`src/rtl/pf_ccc_dri_initiator.sv`:
```
// DRI bus initiator: turns host request/response handshakes into one-cycle DRI
// strobes, waits for the target acknowledge with a timeout, and tracks interrupts.
//
// state  | meaning
// IDLE   | ready for a host request, DRI bus quiet
// ACCESS | one-cycle strobe with address/write/data on the DRI bus
// WAIT   | strobe dropped, address/data held, counting cycles until ack or timeout
// RESP   | response presented to the host until it is consumed
module pf_ccc_dri_initiator #(
    parameter int TIMEOUT_CYCLES = 256
) (
    input  logic        DRI_CLK,
    input  logic        DRI_ARST_N,
    input  logic        REQ_VALID,
    output logic        REQ_READY,
    input  logic        REQ_WRITE,
    input  logic [8:0]  REQ_ADDR,
    input  logic [31:0] REQ_WDATA,
    output logic        RSP_VALID,
    input  logic        RSP_READY,
    output logic [31:0] RSP_RDATA,
    output logic        RSP_ERR,
    output logic [10:0] DRI_CTRL,
    output logic [32:0] DRI_WDATA,
    input  logic [32:0] DRI_RDATA,
    input  logic        DRI_INTERRUPT,
    output logic        IRQ_PENDING,
    input  logic        IRQ_CLEAR
);

    typedef enum logic [1:0] {
        IDLE   = 2'd0,
        ACCESS = 2'd1,
        WAIT   = 2'd2,
        RESP   = 2'd3
    } state_t;

    localparam logic [11:0] CNT_LAST = 12'(TIMEOUT_CYCLES - 1);

    state_t      state, state_nxt;
    logic        cap_write;
    logic [8:0]  cap_addr;
    logic [31:0] cap_wdata;
    logic [11:0] wait_cnt;
    logic [31:0] rsp_rdata;
    logic        rsp_err;
    logic        irq_prev;
    logic        irq_pending;

    logic ack;
    logic timeout;
    logic irq_rise;

    assign ack      = DRI_RDATA[32];
    assign timeout  = (wait_cnt == CNT_LAST);
    assign irq_rise = DRI_INTERRUPT & ~irq_prev;

    always_ff @(posedge DRI_CLK or negedge DRI_ARST_N) begin
        if (!DRI_ARST_N) begin
            state <= IDLE;
        end else begin
            state <= state_nxt;
        end
    end

    always_comb begin
        state_nxt = state;
        REQ_READY = 1'b0;
        RSP_VALID = 1'b0;
        DRI_CTRL  = '0;
        DRI_WDATA = '0;
        case (state)
            IDLE: begin
                REQ_READY = 1'b1;
                if (REQ_VALID) state_nxt = ACCESS;
            end
            ACCESS: begin
                DRI_CTRL  = {1'b1, cap_write, cap_addr};
                DRI_WDATA = {1'b0, cap_wdata};
                state_nxt = WAIT;
            end
            WAIT: begin
                DRI_CTRL  = {1'b0, cap_write, cap_addr};
                DRI_WDATA = {1'b0, cap_wdata};
                if (ack || timeout) state_nxt = RESP;
            end
            RESP: begin
                RSP_VALID = 1'b1;
                if (RSP_READY) state_nxt = IDLE;
            end
            default: state_nxt = IDLE;
        endcase
    end

    // Ack is checked before timeout so an ack on the last WAIT cycle still succeeds.
    always_ff @(posedge DRI_CLK or negedge DRI_ARST_N) begin
        if (!DRI_ARST_N) begin
            cap_write <= 1'b0;
            cap_addr  <= '0;
            cap_wdata <= '0;
            wait_cnt  <= '0;
            rsp_rdata <= '0;
            rsp_err   <= 1'b0;
        end else begin
            case (state)
                IDLE: begin
                    if (REQ_VALID) begin
                        cap_write <= REQ_WRITE;
                        cap_addr  <= REQ_ADDR;
                        cap_wdata <= REQ_WRITE ? REQ_WDATA : 32'd0;
                    end
                end
                ACCESS: wait_cnt <= '0;
                WAIT: begin
                    if (ack) begin
                        rsp_rdata <= cap_write ? 32'd0 : DRI_RDATA[31:0];
                        rsp_err   <= 1'b0;
                    end else if (timeout) begin
                        rsp_rdata <= '0;
                        rsp_err   <= 1'b1;
                    end else begin
                        wait_cnt <= wait_cnt + 12'd1;
                    end
                end
                RESP: begin
                    if (RSP_READY) begin
                        rsp_rdata <= '0;
                        rsp_err   <= 1'b0;
                    end
                end
                default: ;
            endcase
        end
    end

    // A rising edge takes priority over a clear in the same cycle.
    always_ff @(posedge DRI_CLK or negedge DRI_ARST_N) begin
        if (!DRI_ARST_N) begin
            irq_prev    <= 1'b0;
            irq_pending <= 1'b0;
        end else begin
            irq_prev <= DRI_INTERRUPT;
            if (irq_rise) begin
                irq_pending <= 1'b1;
            end else if (IRQ_CLEAR) begin
                irq_pending <= 1'b0;
            end
        end
    end

    assign RSP_RDATA   = rsp_rdata;
    assign RSP_ERR     = rsp_err;
    assign IRQ_PENDING = irq_pending;

endmodule
```
`config.mk`:
```
export PLATFORM = sky130hd
export DESIGN_NAME = pf_ccc_dri_initiator
export DESIGN_NICKNAME = d
export VERILOG_FILES = /design/src/rtl/pf_ccc_dri_initiator.sv
export SDC_FILE = /design/constraint.sdc
export NUM_CORES = 1
export LEC_CHECK = 0
export CORE_ASPECT_RATIO = 1.25
export CORE_MARGIN = 4
export CORE_UTILIZATION = 40
export DETAILED_ROUTE_END_ITERATION = 10
export MAX_ROUTING_LAYER = met4
export PLACE_DENSITY = 0.75
export SLEW_MARGIN = 25
export SYNTH_ARGS = -nofsm -noshare
export SYNTH_HDL_FRONTEND = slang
export SYNTH_SLANG_ARGS = --single-unit
```
`constraint.sdc`:
```
create_clock -name DRI_CLK -period 2 [get_ports DRI_CLK]
set_clock_uncertainty 0.2 [all_clocks]
set_input_delay 0.3 -clock DRI_CLK [delete_from_list [all_inputs] [get_ports DRI_CLK]]
set_output_delay 0.3 -clock DRI_CLK [all_outputs]
set_load 0.05 [all_outputs]
```
==> impl_metrics.tcl <==
set metrics [dict create \
    syn_to_final_growth_pct 68.0 \
    drc 0 \
    rsz0062_at_grt "yes" \
    cts-root-buf "clkbuf_16" \
    dp_slack_ns -0.125 \
    cp_max_fo 5 \
    first_pass_iters 4 \
    yosys_warnings 0 \
    slew_headroom_pct 66.1 \
    wl_per_cell_um 15.7 \
    status "finished with violations" \
    syn_inst 439 \
    routed_via_density 4.85 \
    max_cap_violations 0 \
    violations "setup timing" \
    clkTransAtPathRegs_ns 0.06 \
    worstMarginPinSlew_ns 0.508 \
    nets 706 \
    dr_total_vias 3660 \
    hold_class "input port to async pin" \
    cp_num_buf_inv 2 \
    cts_buffer_depth 2 \
    critPathRequiredTime_ns 1.50 \
    crit_family "flip-flops" \
    grt_pass1_wl_um 19200 \
    fmax_ghz 0.473 \
    rr_startpoint "state[0]" \
    wirelength_um 11800 \
    finalHoldViolations 0 \
    ant_nets 0 \
    ir_worst_vdd_mv 1.21 \
    synth_area_sq_um 4360 \
    row_count 42 \
    syn_nets 527 \
    core-area_sq_um 10600 \
    tritoncts "done" \
    yosysUniqueCellTypes 35 \
    clock_sinks 91 \
    critPathMaxStageDelay_ns 0.43 \
    cp.depth 5 \
    place_congestion 0.922 \
    antenna_found_initial 0 \
    cellPowerDensity_nw_per_um2 1850 \
    ios 161 \
    cp_slowest_cell "dfrtp_2" \
    cts.htree.levels 3 \
    dp_hpwl_um 8160 \
    final_common_cell "nand2_1" \
    worst_setup_path_start_kind "flip-flop" \
    finalMaxSlewViolations 0 \
    drive_gt1_share_pct 30.2 \
    drt_iter0_drc 85 \
    clk_latency_ns 0.34 \
    reg2reg_setup_slack_ns 0.02 \
    io_buffer_count 159 \
    grtUsageTotal_pct 19.4 \
    syn_area_per_cell_sq_um 9.92 \
    ys_seq_area_share_pct 52.3 \
    place_area_sq_um 6620 \
    final_cells 755 \
    grt_pass1_vias 3945 \
    critical_path_class "flip-flop to output port" \
    ys_ff_latch 91 \
    grt_max_degree 40 \
    die_area_sq_um 12600 \
    layout_common_cells "nand2_1, dfrtp_1, clkdlybuf4s50_1" \
    overflow 0 \
    reg2regPathDepth 5 \
    diodes 0 \
    post-route-period-util_pct 106 \
    die_x_um 101 \
    initial_core_util_pct 41.0 \
    dp_cells 728 \
    period_minus_slack_ns 2.12 \
    finalSetupViolCount 42 \
    cp.arrival_ns 1.62 \
    leakagePower_nw 3.44 \
    final_area_sq_um 7320 \
    setup_slack_ns -0.115 \
    cts_buffers 9 \
    fp.dieH_um 125 \
    crit_chain "buf_6, ha_4, o21a_4, and2_4, buf_12" \
    cp-end-kind "output port" \
    worstReg2RegEnd "RSP_ERR" \
]
where the power goes:
| group | internal, mW | switching, mW | total [mW] |
|---|---|---|---|
| Sequential | 2.55 | 0.417 | 2.96 |
| Combinational | 4.01 | 4.72 | 8.73 |
| Clock | 1.13 | 0.724 | 1.85 |
routing by layer:
layer	vias to the layer above	routed length, um	GRT usage [%]	share of wire, %
li1	1775	-	-	-
met1	1724	4710	23.3	40
met2	141	6050	31.7	51
met3	20	852	4.03	7.2
met4	0	223	7.04	1.9
met5	-	0	-	0
how the worst max path moves through the flow:
stage,from,to
finish,state[1],DRI_CTRL[8]
global route,state[1],DRI_CTRL[8]
CTS,state[1],DRI_WDATA[24]
detailed placement,DRI_RDATA[32],wait_cnt[7]
global placement,state[1],DRI_CTRL[0]
floorplan,state[1],DRI_CTRL[0]
cell usage after synthesis:
master | count | area share, %
nor2_1 | 3 | 0.26
mux2_4 | 1 | 0.34
nand2_1 | 107 | 9.2
o22ai_1 | 1 | 0.14
buf_12 | 4 | 1.8
nand4_1 | 3 | 0.43
mux2i_1 | 39 | 9.0
nor3_1 | 3 | 0.34
mux2_2 | 12 | 3.1
clkbuf_1 | 17 | 1.5
o221ai_1 | 1 | 0.20
nor3b_1 | 2 | 0.34
o221a_4 | 1 | 0.46
nor4b_1 | 1 | 0.20
a221o_1 | 3 | 0.69
a211o_1 | 1 | 0.20
nand2b_1 | 2 | 0.29
and4_4 | 1 | 0.26
dfrtp_1 | 91 | 52
nand3_1 | 5 | 0.57
o21ai_0 | 33 | 3.8
buf_6 | 1 | 0.26
and2_1 | 44 | 6.3
a21boi_0 | 1 | 0.17
nor4_2 | 1 | 0.29
ha_1 | 7 | 2.0
or2b_1 | 1 | 0.17
nor4_1 | 4 | 0.57
nor2b_1 | 2 | 0.29
buf_4 | 2 | 0.34
inv_1 | 37 | 3.2
conb_1 | 1 | 0.086
buf_1 | 2 | 0.17
and3_1 | 4 | 0.57
o21a_1 | 1 | 0.17
flip-flops by register name, summed over array words and instances, names as in the netlist:
register	flops
RSP_ERR	1
state	2
cap_addr	9
cap_write	1
RSP_RDATA	32
wait_cnt	12
cap_wdata	32
irq_prev	1
IRQ_PENDING	1
worst reg2reg max path: cells and delay by family (launching register included):
kind / cells / cell delay, ns
compound gates: 1 / 0.32
fa+ha+maj: 1 / 0.20
buf+inv: 1 / 0.13
mux: 1 / 0.31
simple gates: 1 / 0.31
flops: 1 / 0.39
kinds of logic (layout without fill, tap and decap cells):
kind of cell,Yosys count,in the layout,share of synthesized area (%)
AOI/OAI and AO/OA,42,43,5.83
adders and majority gates,7,7,2.01
buffers and inverters,63,246,7.27
DFF,91,91,52.3
muxes,52,52,12.4
other,1,1,0.0861
and+or+nand+nor,183,183,20.1
repair_timing:
action | CTS | global route
endpoints found under the hold margin | 91 | 0
hold buffers | 1 | 0
cloned | 1 | 3
pin swaps | 8 | 5
buffers inserted | 4 | 2
resized for setup | 69 | 25
setup endpoints to repair | 63 | 79
final cells by class:
class	instances	area (sq um)
Fill cell	774	3290
Timing Repair Buffer	193	2390
Sequential cell	91	2280
Multi-Input combinational cell	286	2020
Clock buffer	10	239
Tap cell	132	165
Inverter	37	141
Clock inverter	6	88.8
stage by stage:
| step | setup TNS, ns | hold WS (ns) | total power [mW] | util (%) |
|---|---|---|---|---|
| 2_1_floorplan | -0.569 | -0.196 | 7.60 | - |
| 3_5_place_dp | -1.14 | -0.0194 | 10.8 | 62.4 |
| 3_3_place_gp | -0.129 | -0.0182 | 10.6 | 62.4 |
| 5_1_grt | -6.15 | 0.192 | 14.2 | 69.0 |
| 4_1_cts | -4.12 | 0.156 | 13.3 | 67.4 |
| 6_report | -3.28 | 0.169 | 13.6 | 69.0 |
Power figures use the tool's default switching activity.
